$ cat src/rtl/uart_pkg.sv
// Shared types and helpers for the UART transmit path.
package uart_pkg;

    typedef enum logic [2:0] {
        IDLE,
        START,
        DATA,
        PARITY,
        STOP
    } tx_state_t;

    localparam logic PAR_EVEN = 1'b0;
    localparam logic PAR_ODD  = 1'b1;

    // Total clk16x cycles for one frame: start + data + optional parity + 1 or 2 stops.
    function automatic int frame_cycles(input int data_bits, input int par_en,
                                        input int stop2, input int oversample);
        return (2 + data_bits + par_en + stop2) * oversample;
    endfunction

endpackage

$ cat src/rtl/sync_fifo.sv
// Single-clock FIFO with registered full/empty/count; read data is the head word.
module sync_fifo #(
    parameter int DATA_BITS  = 8,
    parameter int FIFO_DEPTH = 16
) (
    input  logic                          clk16x,
    input  logic                          rst_n,
    input  logic                          push,
    input  logic                          pop,
    input  logic [DATA_BITS-1:0]          din,
    output logic [DATA_BITS-1:0]          dout,
    output logic                          full,
    output logic                          empty,
    output logic [$clog2(FIFO_DEPTH):0]   count
);

    localparam int AW = $clog2(FIFO_DEPTH);

    logic [DATA_BITS-1:0] mem [FIFO_DEPTH];
    logic [AW-1:0]        wr_ptr;
    logic [AW-1:0]        rd_ptr;
    logic [AW:0]          count_nxt;
    logic                 do_push;
    logic                 do_pop;

    // A push into a full FIFO is legal when the head leaves in the same cycle.
    assign do_pop  = pop && !empty;
    assign do_push = push && (!full || do_pop);
    assign dout    = mem[rd_ptr];

    always_comb begin
        count_nxt = count;
        if (do_push && !do_pop)
            count_nxt = count + 1'b1;
        else if (do_pop && !do_push)
            count_nxt = count - 1'b1;
    end

    always_ff @(posedge clk16x or negedge rst_n) begin
        if (!rst_n) begin
            wr_ptr <= '0;
            rd_ptr <= '0;
            count  <= '0;
            full   <= 1'b0;
            empty  <= 1'b1;
        end else begin
            if (do_push)
                wr_ptr <= wr_ptr + 1'b1;
            if (do_pop)
                rd_ptr <= rd_ptr + 1'b1;
            count <= count_nxt;
            full  <= (count_nxt == (AW+1)'(FIFO_DEPTH));
            empty <= (count_nxt == '0);
        end
    end

    always_ff @(posedge clk16x) begin
        if (do_push)
            mem[wr_ptr] <= din;
    end

endmodule

$ cat src/rtl/uart_tx_fifo.sv
// UART transmitter fed by a FIFO; frame format latched per word at pop time.
module uart_tx_fifo
    import uart_pkg::*;
#(
    parameter int DATA_BITS  = 8,
    parameter int FIFO_DEPTH = 16,
    parameter int OVERSAMPLE = 16,
    parameter int MSB_FIRST  = 0
) (
    input  logic                          clk16x,
    input  logic                          rst_n,
    input  logic [DATA_BITS-1:0]          din,
    input  logic                          wr,
    input  logic                          par_en,
    input  logic                          par_odd,
    input  logic                          stop2,
    input  logic                          clr_ovf,
    output logic                          fifo_full,
    output logic                          fifo_empty,
    output logic [$clog2(FIFO_DEPTH):0]   fifo_count,
    output logic                          tsre,
    output logic                          overflow,
    output logic                          sdo
);

    localparam int CNT_W = (OVERSAMPLE > 1) ? $clog2(OVERSAMPLE) : 1;
    localparam int IDX_W = $clog2(DATA_BITS);

    tx_state_t            state;
    logic [CNT_W-1:0]     cnt;
    logic [IDX_W-1:0]     bit_idx;
    logic                 stop_left;
    logic [DATA_BITS-1:0] shifter;
    logic [DATA_BITS-1:0] word_l;
    logic                 par_en_l;
    logic                 par_odd_l;
    logic                 stop2_l;
    logic [DATA_BITS-1:0] fifo_dout;
    logic                 pop;
    logic                 bit_end;
    logic                 parity;

    function automatic logic out_bit(input logic [DATA_BITS-1:0] s);
        return (MSB_FIRST != 0) ? s[DATA_BITS-1] : s[0];
    endfunction

    function automatic logic [DATA_BITS-1:0] shift_next(input logic [DATA_BITS-1:0] s);
        if (MSB_FIRST != 0)
            return {s[DATA_BITS-2:0], 1'b0};
        return {1'b0, s[DATA_BITS-1:1]};
    endfunction

    sync_fifo #(
        .DATA_BITS  (DATA_BITS),
        .FIFO_DEPTH (FIFO_DEPTH)
    ) u_fifo (
        .clk16x (clk16x),
        .rst_n  (rst_n),
        .push   (wr),
        .pop    (pop),
        .din    (din),
        .dout   (fifo_dout),
        .full   (fifo_full),
        .empty  (fifo_empty),
        .count  (fifo_count)
    );

    assign bit_end = (cnt == '0);
    // Pop from idle, or on the last stop cycle so the next start bit follows with no gap.
    assign pop     = !fifo_empty &&
                     ((state == IDLE) || (state == STOP && bit_end && !stop_left));
    assign parity  = (^word_l) ^ (par_odd_l == PAR_ODD);

    always_ff @(posedge clk16x) begin
        if (pop) begin
            shifter   <= fifo_dout;
            word_l    <= fifo_dout;
            par_en_l  <= par_en;
            par_odd_l <= par_odd;
            stop2_l   <= stop2;
        end else if ((state == START || state == DATA) && bit_end) begin
            shifter <= shift_next(shifter);
        end
    end

    always_ff @(posedge clk16x or negedge rst_n) begin
        if (!rst_n) begin
            state     <= IDLE;
            cnt       <= '0;
            bit_idx   <= '0;
            stop_left <= 1'b0;
            sdo       <= 1'b1;
            tsre      <= 1'b1;
        end else begin
            cnt <= bit_end ? CNT_W'(OVERSAMPLE-1) : cnt - 1'b1;
            case (state)
                IDLE: begin
                    cnt <= CNT_W'(OVERSAMPLE-1);
                    if (pop) begin
                        state <= START;
                        sdo   <= 1'b0;
                        tsre  <= 1'b0;
                    end
                end
                START: begin
                    if (bit_end) begin
                        state   <= DATA;
                        bit_idx <= '0;
                        sdo     <= out_bit(shifter);
                    end
                end
                DATA: begin
                    if (bit_end) begin
                        if (bit_idx == IDX_W'(DATA_BITS-1)) begin
                            if (par_en_l) begin
                                state <= PARITY;
                                sdo   <= parity;
                            end else begin
                                state     <= STOP;
                                sdo       <= 1'b1;
                                stop_left <= stop2_l;
                            end
                        end else begin
                            bit_idx <= bit_idx + 1'b1;
                            sdo     <= out_bit(shifter);
                        end
                    end
                end
                PARITY: begin
                    if (bit_end) begin
                        state     <= STOP;
                        sdo       <= 1'b1;
                        stop_left <= stop2_l;
                    end
                end
                STOP: begin
                    if (bit_end) begin
                        if (stop_left) begin
                            stop_left <= 1'b0;
                        end else if (pop) begin
                            state <= START;
                            sdo   <= 1'b0;
                        end else begin
                            state <= IDLE;
                            tsre  <= 1'b1;
                        end
                    end
                end
                default: begin
                    state <= IDLE;
                    sdo   <= 1'b1;
                    tsre  <= 1'b1;
                end
            endcase
        end
    end

    // A refused write takes priority over a clear in the same cycle.
    always_ff @(posedge clk16x or negedge rst_n) begin
        if (!rst_n)
            overflow <= 1'b0;
        else if (wr && fifo_full && !pop)
            overflow <= 1'b1;
        else if (clr_ovf)
            overflow <= 1'b0;
    end

endmodule

$ cat config.mk
export PLATFORM = sky130hd
export DESIGN_NAME = uart_tx_fifo
export DESIGN_NICKNAME = d
export VERILOG_FILES = /design/src/rtl/uart_pkg.sv /design/src/rtl/sync_fifo.sv /design/src/rtl/uart_tx_fifo.sv
export SDC_FILE = /design/constraint.sdc
export NUM_CORES = 1
export LEC_CHECK = 0
export CAP_MARGIN = 20
export CORE_MARGIN = 3
export CORE_UTILIZATION = 60
export CTS_CLUSTER_SIZE = 12
export DETAILED_ROUTE_END_ITERATION = 8
export PLACE_DENSITY = 0.75
export SYNTH_ARGS = -nofsm -noshare
export SYNTH_HDL_FRONTEND = slang
export SYNTH_HIERARCHICAL = 1
export SYNTH_SLANG_ARGS = --single-unit
export TNS_END_PERCENT = 5
$ cat constraint.sdc
create_clock -name clk16x -period 4.8 [get_ports clk16x]
set_input_delay 0.48 -clock clk16x [delete_from_list [all_inputs] [get_ports clk16x]]
set_output_delay 0.48 -clock clk16x [all_outputs]
set_load 0.01 [all_outputs]
==> results.toml <==
[detailed_routing]
first_iter_violations = 467
drt_pass1_iterations = 5
avgRoutedWirePerCell_um = 23.7
route.detailed.drc = 0
vias = 3956
via_per_inst = 6.45
ant_nets = 0
drt-total-wl_um = 14500

[cells_and_area]
syn2layout_area_growth_pct = 13.0
layout-drive-gt1-share_pct = 17.7
antenna_cells = 0
nFillCells = 724
layout.nets = 482
final_cells = 613

[setup_path]
r2r_end = "u_fifo/mem[4][4]$_DFFE_PP_"
cp_max_fo = 17
end_kind = "flop"
ff2ff_path_depth = 11
worstPathArrival_ns = 2.92
worstPathRequired_ns = 4.87
r2r-start = "cnt[0]$_DFF_PN0_"
crit_end = "u_fifo/mem[4][4]$_DFFE_PP_"
ff2ff_setup_slack_ns = 1.96
path_class = "reg2reg"
critPathLaunch = "cnt[0]$_DFF_PN0_"
worst_setup_path_start_kind = "flop"

[placement]
hpwl_um = 9660
dp.cells = 581
gp_congestion = 0.784
port_buffers = 24

[timing]
tightestPinTransition_ns = 0.895
rsz0062_at_grt = "no"
timing.final.crit_share_pct = 59.3
tns_ns = 0
period_needed_ns = 2.84
max_freq_mhz = 352
hold_viol_final = 0
skew_ns = 0.0112
hold_slack_ns = 0.455
finalSetupViolations = 0
drv_slew = 0
relSlewSlack_pct = 40.3

[global_route]
grt_max_degree = 30
grt_usage_pct = 23.7
grt_overflow = 0
grt_pass1_wl_um = 23000
grt_pass1_vias = 3993
antenna_found_initial = 0

[pwr]
p_per_area_mw_per_mm2 = 591
finalPower_mw = 4.89
seqPwrFrac_pct = 45.8
clkPwrFrac_pct = 25.9
leakage_nw = 2.85
p_switching_mw = 1.56
irDropWorstVdd_mv = 0.417
p_sw_share_pct = 31.9
power_frac_comb_pct = 28.3
internal_power_mw = 3.33

[die]
die_h_um = 117
num_rows = 39
start_util_pct = 62.9
io_pins = 25
design.die.area_mm2 = 0.0136
die_width_um = 117
core_mm2 = 0.0117

[clock_network]
cts_tree = "yes"
cts_setup_buffers = 0
clockRootBuffer = "clkbuf_16"
clock-sinks = 176
ctsHoldBuffers = 0
clk_latency_ns = 0.43
clock_path_buffers = 2
cts_buffers = 17
cts_resized = 0
clk_pin_slew_worst_paths_ns = 0.07
htreeDepth = 4

[synthesis]
synthFlopType = "edfxtp_1"
syn_area_mm2 = 0.00733
ys_types = 55
synth_warnings = 6
synth.net_count = 451
syn_area_per_cell_um2 = 17.2
synth-seq-cells = 176
netlist_instances = 426
yosysSeqAreaShare_pct = 70.2
async_flop_share_pct = 16.5
synth_edf_count = 147

[flow_run]
drv_cap = 0

[run_status]
outcome = "finished clean"

[worst_hold_path]
hold_class = "in2async"
==> placed cells by master (no fill, tap or decap), types with 7 or more instances in the layout <==
cell type	netlist	routed
nor3_1	7	7
and3_1	10	10
clkbuf_16	0	17
nand2_1	28	28
xnor2_1	13	13
o21ai_1	9	9
edfxtp_1	147	147
dfrtp_1	26	25
mux4_2	32	32
a22oi_1	18	18
inv_1	11	11
clkdlybuf4s50_1	0	24
mux2_1	7	7
nor2_1	13	13
ha_1	10	10
==> Yosys cell counts (4+ instances only) <==
cell type  number  area, um^2
edfxtp_1      147        4410
mux4_2         32         721
nand2_1        28         105
dfrtp_1        26         651
a22oi_1        18         135
nor2_1         13        48.8
xnor2_1        13         114
inv_1          11        41.3
and3_1         10        62.6
clkbuf_1       10        37.5
ha_1           10         125
o21ai_1         9        45.0
mux2_1          7        78.8
nor3_1          7        35.0
and2_1          6        37.5
nor2b_1         6        37.5
a21oi_1         5        25.0
and4_1          4        35.0
buf_2           4        20.0
nand3_1         4        20.0
o21ai_0         4        20.0
o31ai_1         4        30.0
xor2_1          4        35.0
==> flip-flops by register name (all words and copies together) (netlist names), 3 cells and up <==
register       count
bit_idx            3
u_fifo/rd_ptr      4
state              3
u_fifo/wr_ptr      4
cnt                4
shifter            8
u_fifo/count       5
u_fifo/mem       128
word_l             8
==> per-layer routing <==
metal	share of wire, %	vias to the layer above	wire length, um	global-route usage, %
li1	-	1745	-	-
met1	43	2067	6290	34.6
met2	50	130	7260	36.2
met3	5.5	14	799	5.96
met4	1.2	0	170	7.34
met5	0	-	0	0
==> metrics by stage <==
stage / area [um^2] / setup WS, ns / utilization [%]
after global routing: 8290 / 1.65 / 71.0
after CTS: 8290 / 1.94 / 71.0
after floorplan: 7330 / 1.63 / -
final: 8290 / 1.96 / 71.0
after detailed placement: 7740 / 1.97 / 66.3
after global placement: 7720 / 2.02 / 66.2
==> layout make-up <==
cell class	instances	area (um^2)	area share [%]
Sequential cell	176	5140	62.1
Multi-Input combinational cell	219	2060	24.9
Clock buffer	20	447	5.39
Timing Repair Buffer	31	305	3.68
Tap cell	143	179	2.16
Clock inverter	12	101	1.22
Inverter	12	45.0	0.544
==> worst min path at each step <==
| stage | startpoint | end | slack, ns | cells past startpoint |
|---|---|---|---|---|
| floorplan | rst_n | bit_idx[0]$_DFFE_PN0P_ | 0.18 | 0 |
| CTS | rst_n | u_fifo/rd_ptr[0]$_DFFE_PN0P_ | 0.46 | 2 |
| global placement | cnt[0]$_DFF_PN0_ | cnt[0]$_DFF_PN0_ | 0.45 | 1 |
| finish | rst_n | u_fifo/rd_ptr[0]$_DFFE_PN0P_ | 0.45 | 2 |
| global route | rst_n | u_fifo/count[0]$_DFF_PN0_ | 0.49 | 2 |
| detailed placement | cnt[0]$_DFF_PN0_ | cnt[0]$_DFF_PN0_ | 0.49 | 1 |
==> critical path, cell delays in order (launching register included) <==
cell      delay [ns]
dfrtp_1         0.40
inv_1           0.06
ha_1            0.22
nand2_1         0.11
o21ai_1         0.19
nor4b_4         0.31
nand2b_4        0.15
a21boi_1        0.17
buf_4           0.23
nand2_1         0.07
nor2_1          0.14
and2_1          0.43
==> cells by family (layout without fill, tap and decap cells) <==
family / count (synthesis) / count (layout) / share of synthesized area (%)
AOI/OAI and AO/OA: 56 / 56 / 5.33
DFF: 176 / 176 / 70.2
and+or+nand+nor: 94 / 94 / 7.24
xor gates and xnor gates: 19 / 19 / 2.71
adders and majority gates: 10 / 10 / 1.71
buffers and inverters: 31 / 75 / 1.81
muxes: 40 / 40 / 11.0
==> power by group through the flow <==
stage	clock (mW)	sequential, mW	combinational, mW
floorplan	0	2.12	1.09
detailed placement	0	2.27	1.38
finish	1.27	2.24	1.39
CTS	1.29	2.24	1.39
global route	1.36	2.28	1.51
global placement	0	2.30	1.27
No activity file was read; power rests on OpenSTA's default activity.
